`config.mk`:
```
export PLATFORM = sky130hd
export DESIGN_NAME = adc_pair_sched_flat
export DESIGN_NICKNAME = d
export VERILOG_FILES = /design/src/rtl/launch_adc_pkg.sv /design/src/rtl/adc_pair_sched_if.sv /design/src/rtl/adc_pair_avg4.sv /design/src/rtl/adc_pair_sched.sv /design/src/flat_wrapper.sv
export SDC_FILE = /design/constraint.sdc
export NUM_CORES = 1
export LEC_CHECK = 0
export ABC_AREA = 1
export BUFFER_PORTS_ARGS = -buffer_cell sky130_fd_sc_hd__buf_2
export CELL_PAD_IN_SITES_DETAIL_PLACEMENT = 1
export CELL_PAD_IN_SITES_GLOBAL_PLACEMENT = 1
export CORE_MARGIN = 3
export CORE_UTILIZATION = 45
export CTS_BUF_LIST = sky130_fd_sc_hd__clkbuf_4 sky130_fd_sc_hd__clkbuf_8 sky130_fd_sc_hd__clkbuf_16
export CTS_CLUSTER_SIZE = 16
export DETAILED_ROUTE_END_ITERATION = 10
export GPL_TIMING_DRIVEN = 0
export PLACE_DENSITY = 0.91
export SLEW_MARGIN = 20
export SYNTH_ARGS = -nofsm -noshare
export SYNTH_HDL_FRONTEND = slang
export SYNTH_SLANG_ARGS = --single-unit
```
`constraint.sdc`:
```
create_clock -name clk -period 4.7 [get_ports clk]
set_clock_uncertainty 0.15 [all_clocks]
set_input_delay 0.235 -clock clk [delete_from_list [all_inputs] [get_ports clk]]
set_output_delay 0.235 -clock clk [all_outputs]
set_load 0.02 [all_outputs]
```
`src/rtl/launch_adc_pkg.sv`:
```
// Shared types and constants for the igniter ohm-meter ADC front end.
// Holds the channel map, divider latency and the pair collector state encoding.
package launch_adc_pkg;

  typedef logic [11:0] adc_code_t;
  typedef logic [4:0]  adc_chan_t;

  localparam adc_chan_t ADC_CH_IGN_V     = 5'd1;
  localparam adc_chan_t ADC_CH_IGN_I     = 5'd2;
  localparam int        OHM_DIV_LATENCY  = 16;
  localparam int        ADC_PAIR_TIMEOUT = 1023;

  typedef enum logic [1:0] {
    COL_IDLE   = 2'd0,
    COL_HAVE_V = 2'd1,
    COL_HAVE_I = 2'd2
  } collect_state_e;

endpackage

```
`src/rtl/adc_pair_sched_if.sv`:
```
// Sample-in / pair-out bus of the ADC pair scheduler.
// master = sample producer and pair consumer, slave = the scheduler.
interface adc_pair_sched_if;
  import launch_adc_pkg::*;

  // adc_valid qualifies adc_chan/adc_data for exactly one cycle and there is no
  // ready: every sample is taken. pair_valid is a one-cycle strobe and
  // v_out/i_out hold their value until the next strobe.
  logic      adc_valid;
  adc_chan_t adc_chan;
  adc_code_t adc_data;
  logic      pair_valid;
  adc_code_t v_out;
  adc_code_t i_out;

  modport master (
    output adc_valid, adc_chan, adc_data,
    input  pair_valid, v_out, i_out
  );

  modport slave (
    input  adc_valid, adc_chan, adc_data,
    output pair_valid, v_out, i_out
  );

endinterface

```
`src/rtl/adc_pair_avg4.sv`:
```
// Four-pair averaging accumulator; only instantiated when ADC_AVG4_EN is defined.
// out_valid fires combinationally with the 4th completed pair, carrying sum>>2.
module adc_pair_avg4
  import launch_adc_pkg::*;
(
  input  logic      clk,
  input  logic      reset,
  input  logic      clear,
  input  logic      in_valid,
  input  adc_code_t in_v,
  input  adc_code_t in_i,
  output logic      out_valid,
  output adc_code_t out_v,
  output adc_code_t out_i
);

  logic [13:0] sum_v_q, sum_i_q;
  logic [13:0] sum_v_d, sum_i_d;
  logic [1:0]  cnt_q;

  // Four 12-bit codes never exceed 14 bits, so the running sum cannot wrap.
  always_comb begin
    sum_v_d   = sum_v_q + 14'(in_v);
    sum_i_d   = sum_i_q + 14'(in_i);
    out_valid = in_valid && (cnt_q == 2'd3);
    out_v     = sum_v_d[13:2];
    out_i     = sum_i_d[13:2];
  end

  always_ff @(posedge clk) begin
    if (!reset || clear) begin
      sum_v_q <= '0;
      sum_i_q <= '0;
      cnt_q   <= '0;
    end else if (in_valid) begin
      if (cnt_q == 2'd3) begin
        sum_v_q <= '0;
        sum_i_q <= '0;
        cnt_q   <= '0;
      end else begin
        sum_v_q <= sum_v_d;
        sum_i_q <= sum_i_d;
        cnt_q   <= cnt_q + 2'd1;
      end
    end
  end

endmodule

```
`src/rtl/adc_pair_sched.sv`:
```
// Pairs V/I ADC samples and paces pairs to the resistance divider's pipeline.
// Optional feature: define ADC_AVG4_EN to average every four pairs before issue.
module adc_pair_sched
  import launch_adc_pkg::*;
#(
  parameter adc_chan_t V_CHAN  = ADC_CH_IGN_V,
  parameter adc_chan_t I_CHAN  = ADC_CH_IGN_I,
  parameter int        HOLDOFF = OHM_DIV_LATENCY,
  parameter int        TIMEOUT = ADC_PAIR_TIMEOUT
) (
  input  logic           clk,
  input  logic           reset,
  adc_pair_sched_if.slave bus,
  output logic           timeout_err,
  output logic [7:0]     drop_cnt,
  output collect_state_e state_dbg
);

  localparam int AGE_W  = $clog2(TIMEOUT + 1);
  localparam int HOLD_W = (HOLDOFF > 1) ? $clog2(HOLDOFF) : 1;

  collect_state_e   state_q, state_d;
  logic [AGE_W-1:0] age_q, age_d;
  adc_code_t        half_v_q, half_v_d, half_i_q, half_i_d;
  logic             is_v, is_i, complete, expire;
  adc_code_t        cmp_v, cmp_i;

  logic             wr_valid;
  adc_code_t        wr_v, wr_i;

  logic             buf_full_q;
  adc_code_t        buf_v_q, buf_i_q;
  logic [HOLD_W-1:0] hold_q;
  logic             issue;
  logic             pair_valid_q;
  adc_code_t        v_out_q, i_out_q;

  assign is_v = bus.adc_valid && (bus.adc_chan == V_CHAN);
  assign is_i = bus.adc_valid && (bus.adc_chan == I_CHAN);

  // Completion is tested before expiry so a partner arriving on the last
  // allowed cycle still forms a pair.
  always_comb begin
    state_d  = state_q;
    age_d    = age_q;
    half_v_d = half_v_q;
    half_i_d = half_i_q;
    complete = 1'b0;
    expire   = 1'b0;
    cmp_v    = half_v_q;
    cmp_i    = half_i_q;
    unique case (state_q)
      COL_IDLE: begin
        if (is_v) begin
          state_d  = COL_HAVE_V;
          half_v_d = bus.adc_data;
          age_d    = '0;
        end else if (is_i) begin
          state_d  = COL_HAVE_I;
          half_i_d = bus.adc_data;
          age_d    = '0;
        end
      end
      COL_HAVE_V: begin
        if (is_i) begin
          complete = 1'b1;
          cmp_i    = bus.adc_data;
          state_d  = COL_IDLE;
        end else if (age_q == AGE_W'(TIMEOUT)) begin
          expire  = 1'b1;
          state_d = COL_IDLE;
        end else begin
          age_d = age_q + 1'b1;
          if (is_v) half_v_d = bus.adc_data;
        end
      end
      COL_HAVE_I: begin
        if (is_v) begin
          complete = 1'b1;
          cmp_v    = bus.adc_data;
          state_d  = COL_IDLE;
        end else if (age_q == AGE_W'(TIMEOUT)) begin
          expire  = 1'b1;
          state_d = COL_IDLE;
        end else begin
          age_d = age_q + 1'b1;
          if (is_i) half_i_d = bus.adc_data;
        end
      end
      default: state_d = COL_IDLE;
    endcase
  end

`ifdef ADC_AVG4_EN
  adc_pair_avg4 u_avg4 (
    .clk       (clk),
    .reset     (reset),
    .clear     (expire),
    .in_valid  (complete),
    .in_v      (cmp_v),
    .in_i      (cmp_i),
    .out_valid (wr_valid),
    .out_v     (wr_v),
    .out_i     (wr_i)
  );
`else
  assign wr_valid = complete;
  assign wr_v     = cmp_v;
  assign wr_i     = cmp_i;
`endif

  assign issue = buf_full_q && (hold_q == '0);

  always_ff @(posedge clk) begin
    if (!reset) begin
      state_q      <= COL_IDLE;
      age_q        <= '0;
      half_v_q     <= '0;
      half_i_q     <= '0;
      buf_full_q   <= 1'b0;
      buf_v_q      <= '0;
      buf_i_q      <= '0;
      hold_q       <= '0;
      pair_valid_q <= 1'b0;
      v_out_q      <= '0;
      i_out_q      <= '0;
      timeout_err  <= 1'b0;
      drop_cnt     <= '0;
    end else begin
      state_q      <= state_d;
      age_q        <= age_d;
      half_v_q     <= half_v_d;
      half_i_q     <= half_i_d;
      pair_valid_q <= issue;
      if (expire) timeout_err <= 1'b1;

      if (issue) begin
        v_out_q <= buf_v_q;
        i_out_q <= buf_i_q;
        hold_q  <= HOLD_W'(HOLDOFF - 1);
      end else if (hold_q != '0) begin
        hold_q <= hold_q - 1'b1;
      end

      // A write in the issue cycle refills the slot the older pair just left.
      if (wr_valid) begin
        buf_v_q    <= wr_v;
        buf_i_q    <= wr_i;
        buf_full_q <= 1'b1;
        if (buf_full_q && !issue && (drop_cnt != 8'hFF))
          drop_cnt <= drop_cnt + 8'd1;
      end else if (issue) begin
        buf_full_q <= 1'b0;
      end
    end
  end

  assign bus.pair_valid = pair_valid_q;
  assign bus.v_out      = v_out_q;
  assign bus.i_out      = i_out_q;
  assign state_dbg      = state_q;

endmodule
```
`src/flat_wrapper.sv`:
```
// flat-port wrapper written by rule: the top's interface ports become plain ports
module adc_pair_sched_flat import launch_adc_pkg::*;
#(
  parameter adc_chan_t V_CHAN  = ADC_CH_IGN_V,
  parameter adc_chan_t I_CHAN  = ADC_CH_IGN_I,
  parameter int        HOLDOFF = OHM_DIV_LATENCY,
  parameter int        TIMEOUT = ADC_PAIR_TIMEOUT
)
  (clk, reset, timeout_err, drop_cnt, state_dbg, bus_adc_valid, bus_adc_chan, bus_adc_data, bus_pair_valid, bus_v_out, bus_i_out);
  adc_pair_sched_if bus_i ();
  input  logic clk;
  input  logic reset;
  output logic timeout_err;
  output logic [7:0] drop_cnt;
  output collect_state_e state_dbg;
  input wire logic [$bits(bus_i.adc_valid)-1:0] bus_adc_valid;
  input wire logic [$bits(bus_i.adc_chan)-1:0] bus_adc_chan;
  input wire logic [$bits(bus_i.adc_data)-1:0] bus_adc_data;
  output wire logic [$bits(bus_i.pair_valid)-1:0] bus_pair_valid;
  output wire logic [$bits(bus_i.v_out)-1:0] bus_v_out;
  output wire logic [$bits(bus_i.i_out)-1:0] bus_i_out;
  assign bus_i.adc_valid = bus_adc_valid;
  assign bus_i.adc_chan = bus_adc_chan;
  assign bus_i.adc_data = bus_adc_data;
  assign bus_pair_valid = bus_i.pair_valid;
  assign bus_v_out = bus_i.v_out;
  assign bus_i_out = bus_i.i_out;
  adc_pair_sched #(.V_CHAN(V_CHAN), .I_CHAN(I_CHAN), .HOLDOFF(HOLDOFF), .TIMEOUT(TIMEOUT)) u_core (.clk(clk), .reset(reset), .bus(bus_i), .timeout_err(timeout_err), .drop_cnt(drop_cnt), .state_dbg(state_dbg));
endmodule
```
; Word level (Yosys, flattened, before mapping)
; Cells that the tools add are included.
[totals]
regBits = 99
in_bits = 20
out_inout_bits = 36
[op_classes]
add_sub_neg = 3
eq_ne = 12
n_reduce_logical = 18
n_mux = 34
[op_table]
columns = operator, count
row1 = 12-bit 2-to-1 mux, 9
row2 = 10-bit 2-to-1 mux, 5
row3 = 12-bit one-hot mux with 2 select lines, 2
row4 = 10-bit one-hot mux with 3 select lines, 1
row5 = 10-bit by 1-bit adder with 10-bit output (second input constant), 1
row6 = 10-bit == test (second input constant), 1
row7 = 2-bit 2-to-1 mux, 5
row8 = 2-bit inequality test (second input constant), 5
row9 = 8-bit by 1-bit adder with 8-bit output (second input constant), 1
row10 = 4-bit 2-to-1 mux, 2
row11 = 8-bit inequality test (second input constant), 1
row12 = 4-bit AND reduction, 2
row13 = 2-bit nonzero test, 4
row14 = 1-bit 2-to-1 mux, 7
row15 = 2-bit one-hot mux with 3 select lines, 1
row16 = 5-bit by 1-bit == test with 1-bit output (second input constant), 1
row17 = 5-bit by 2-bit == test with 1-bit output (second input constant), 1
row18 = 1-bit logical AND, 5
row19 = 4-bit zero test, 1
row20 = 1-bit one-hot mux with 2 select lines, 2
row21 = 4-bit nonzero test, 1
row22 = 4-bit by 1-bit subtractor with 4-bit output (second input constant), 1
row23 = 3-bit by 1-bit inequality test with 1-bit output (second input constant), 1
row24 = 3-bit AND reduction, 1
row25 = 6 further kinds, 6

; Logic depth before layout (Yosys ltp)
[logic_depth]
word_depth = 6
ltp_mapped = 12
depth_no_buf = 11

; Worst setup path before layout
; Ideal clock, no wire load.
[synth_path]
path_kind = register to register
from = register u_core.state_q[0], in the netlist u_core.state_dbg[0]
to = register u_core.age_q[0]
synth_period_minus_slack_ns = 1.780
t_arrival_ns = 1.518
path_slack_ns = 2.920
setup_ns = 0.113
t_required_ns = 4.437
path_stages_with_launch = 10
path_cell_list = dfxtp_1 -> inv_1 -> ha_1 -> nand4_1 -> nand3_1 -> nor2_2 -> buf_4 -> nand2_1 -> nand2_1 -> nor2_1
[synth_between]
elab_chain_cells = 3
word_cells_on_any_way = 9
[synth_rtl]
columns = element, line
row1 = from (decl), adc_pair_sched.sv:22  ; collect_state_e state_q, state_d;
row2 = from (signal assigned), adc_pair_sched.sv:130  ; state_q <= state_d;
row3 = "2-bit by 1-bit == test with 1-bit output, or another cell as far along", adc_pair_sched.sv:52  ; unique case (state_q)
row4 = "2-bit inequality test (no line), or another cell as far along", n/a
row5 = 4-bit AND reduction (no line), n/a
row6 = to (signal assigned), adc_pair_sched.sv:131  ; age_q <= age_d;
row7 = to (decl), adc_pair_sched.sv:23  ; logic [AGE_W-1:0] age_q, age_d;
; Parallel ways exist; a longest one is shown, timed or not.
; A chain may end at the register's enable or synchronous reset.

; Worst setup path in the final report
[layout_path]
from = register u_core.hold_q[0]
to = register u_core.drop_cnt[5]
[layout_between]
elab_chain_cells = 6
[layout_rtl]
columns = element, line
row1 = from (decl), adc_pair_sched.sv:33  ; logic [HOLD_W-1:0] hold_q;
row2 = from (signal assigned), adc_pair_sched.sv:140  ; hold_q <= HOLD_W'(HOLDOFF - 1);
row3 = from (signal assigned), adc_pair_sched.sv:142  ; hold_q <= hold_q - 1'b1;
row4 = 4-bit zero test, adc_pair_sched.sv:112  ; assign issue = buf_full_q && (hold_q == '0);
row5 = 1-bit logical AND, adc_pair_sched.sv:112
row6 = 1-bit zero test, adc_pair_sched.sv:150  ; if (buf_full_q && !issue && (drop_cnt != 8'hFF))
row7 = 1-bit logical AND (2 in series), adc_pair_sched.sv:150
row8 = 2-bit AND reduction (no line), n/a
row9 = to (signal assigned), adc_pair_sched.sv:151  ; drop_cnt <= drop_cnt + 8'd1;
row10 = to (decl), adc_pair_sched.sv:15  ; output logic [7:0] drop_cnt,
; No other way between the ends.

==> metrics.csv <==
metric;value;unit
outcome;finished clean;
Clk Latency, worst-skew pair;0.37;ns
pwr/cell area;330;mW/mm^2
post-place setup slack;2.53;ns
Slew HR;58.9;%
Leak;2.23;nW
Post-synth EDFFs;0;
Reg clk slew, reported paths;0.10;ns
die width;109;um
# hold bufs at CTS;0;
count of cell types in the netlist;29;
Mapped Area;0.00473;sq mm
area post-placement;0.00517;sq mm
slowest CP cell;dfxtp_1;
Global Route met1 Usage;31.4;%
most common cell after layout, fill and taps aside;nand2_1;
Hold Crit Class;in2reg;
Req. time, crit path;4.78;ns
r2r setup slk;2.49;ns
Pint;0.00120;W
Avg Cell Area, Syn;6.80;sq um
max-cap viol count;0;
# setup viols final;0;
largest net degree at the start of global routing;19;
post-CTS sizing;0;
Clock Path Buffers;2;
Crit path largest cell delay;0.36;ns
most frequent cells in the layout;nand2_1, dfxtp_1, nor2_1;
Remaining DRCs;0;
period utilization;47.1;%
H-tree depth;3;
Post-synth ARST share;0;%
family with the most delay on the worst path;simple AND/OR/NAND/NOR gates;
Crit Path Category;reg2reg;
# rows;36;
Buf/Inv on CP;1;
crit end category;flip-flop;
core area;0.0100;sq mm
Final min period;2.21;ns
register area share after synthesis;41.9;%
starting density of the core;47.3;%
filler instances;1371;
die footprint;0.0118;sq mm
Comb pwr share;16.9;%
Slew @ Worst Pin;0.616;ns
number of top-level pins;56;
DR vias/cell;5.21;
die height;109;um
M3 GR Usage;3.52;%
Fmax achieved;0.452;GHz
total negative slack;0;ns
CP Max Fanout;9;
cts bufs inserted;9;
first-pass GRT wire length;22900;um
number of global-route vias before repair;4773;
via total after detailed routing;4680;
IO buf count;54;
layout cells sized above 1;14.8;%
antenna diode instance count;0;
P&R area growth vs syn;13.6;%
Power, Total;0.00177;W
fin. max-slew vios;0;
CP Cell Sequence;inv_1 > ha_1 > nand3_1 > nand2_1 > a21oi_2 > nand3_1 > nand2_1 > a21oi_1;
Sequential Power Share;49.8;%
Switching Fraction;32.1;%
final WL;13500;um
GRT Max-Usage Layer;met2;
Layout Utilization;53.8;%
RSZ-0062 raised after global routing;no;
CTS sink cnt;99;
post-route cell area;0.00538;sq mm
CTS tree;yes;
worst vdd ir;0.179;mV
RD Place Congestion;0.815;
post-DP HPWL;10200;um
GR Layer Usage met2;40.4;%
Synth Register Bits;99;
Gate Count Post-Synth;696;
ANT nets after route;0;
post-DR wirelength/cell;15.0;um
synthesized net count;724;
startpoint types;flip-flop;
root buffer cell;clkbuf_8;
fin nets;789;
Arr. time, crit path;2.30;ns
Fin. Hold Viols;0;
Worst Setup Slack, final;2.49;ns
initial antenna violation count;0;
Starting DRT DRC Count;251;
switching pwr;0.000569;W
grt total ovfl;0;
DRT Pass-1 Iters;4;
Synth Flop Type;dfxtp_1;
Ys Warns;0;
Clock power frac;33.3;%
# Post-CTS Setup Buffers;0;
global-route usage over all layers;24.2;%
## final timing paths
path / from / endpoint / depth (start not counted)
max reg2reg: u_core.hold_q[0]$_SDFFE_PN0P_ / u_core.drop_cnt[5]$_SDFFE_PN0P_ / 8
min: reset / u_core.half_i_q[11]$_SDFFE_PN0P_ / 3
max: u_core.hold_q[0]$_SDFFE_PN0P_ / u_core.drop_cnt[5]$_SDFFE_PN0P_ / 8
min reg2reg: u_core.bus.v_out[11]$_SDFFE_PN0P_ / u_core.bus.v_out[11]$_SDFFE_PN0P_ / 2
## per-layer routing
layer  vias up  share of wire [%]
li1       2339                  -
met1      2221                 47
met2       101                 47
met3        19                3.9
met4         0                2.3
met5         -                  0
## logic make-up after synthesis
logic type,share of synthesized area [%]
AO/OA/AOI/OAI,12.3
XOR/XNOR,1.85
adder cells (fa/ha/maj),2.11
buffers and inverters,8.56
flip-flops,41.9
AND/OR/NAND/NOR,33.3
## area by class of cell
class                      instances  area (sq um)  share of cell area (%)
buffer                            37           203                    3.77
tap                              133           166                    3.09
multi-input combinational        506          2350                    43.6
sequential                        99          1980                    36.9
clock buffer                       9           124                    2.30
clock inverter                     7          82.6                    1.54
timing repair buffer              54           270                    5.03
inverter                          54           203                    3.77
## worst register-to-register path, stage by stage, from the launching register on
cell,delay (ns)
dfxtp_1,0.36
inv_1,0.11
ha_1,0.22
nand3_1,0.16
nand2_1,0.11
a21oi_2,0.36
nand3_1,0.36
nand2_1,0.19
a21oi_1,0.08
## through the flow
stage / instances / hold WS [ns]
floorplan: 696 / 0.296
global placement: 883 / 0.297
detailed placement: 883 / 0.303
CTS: 899 / 0.0851
global route: 899 / 0.111
finish: 899 / 0.0983
## power by group through the flow
| stage | logic [W] | registers [W] | clock network [W] |
|---|---|---|---|
| floorplan | 0.000209 | 0.000896 | 0 |
| detailed placement | 0.000295 | 0.000901 | 0 |
| CTS | 0.000298 | 0.000882 | 0.000598 |
| global placement | 0.000277 | 0.000898 | 0 |
| finish | 0.000300 | 0.000882 | 0.000590 |
| global route | 0.000336 | 0.000885 | 0.000624 |
## synth_stat cells (2+ instances only)
master | number | share of area [%]
clkinv_1 | 2 | 0.16
nor2_4 | 2 | 0.48
a21oi_1 | 71 | 7.5
nand4_1 | 4 | 0.53
buf_2 | 12 | 1.3
nor2_1 | 84 | 6.7
nand3_2 | 5 | 1.1
nand2_2 | 5 | 0.66
nand2_1 | 212 | 17
nor3b_1 | 2 | 0.32
buf_1 | 4 | 0.32
xor2_1 | 7 | 1.3
clkbuf_1 | 13 | 1.0
xnor2_1 | 3 | 0.56
buf_4 | 3 | 0.48
buf_6 | 5 | 1.2
inv_2 | 3 | 0.24
ha_1 | 8 | 2.1
o21ai_0 | 39 | 4.1
inv_1 | 49 | 3.9
nor2_2 | 5 | 0.66
dfxtp_1 | 99 | 42
nand3_1 | 53 | 5.6
## registers in the layout (all words and copies together), names as in the netlist
register               flops
u_core.state_dbg           2
u_core.half_i_q           12
u_core.half_v_q           12
u_core.hold_q              4
u_core.buf_v_q            12
u_core.bus.pair_valid      1
u_core.buf_i_q            12
u_core.timeout_err         1
u_core.age_q              10
u_core.buf_full_q          1
u_core.bus.i_out          12
u_core.bus.v_out          12
u_core.drop_cnt            8
Power figures use the tool's default switching activity.
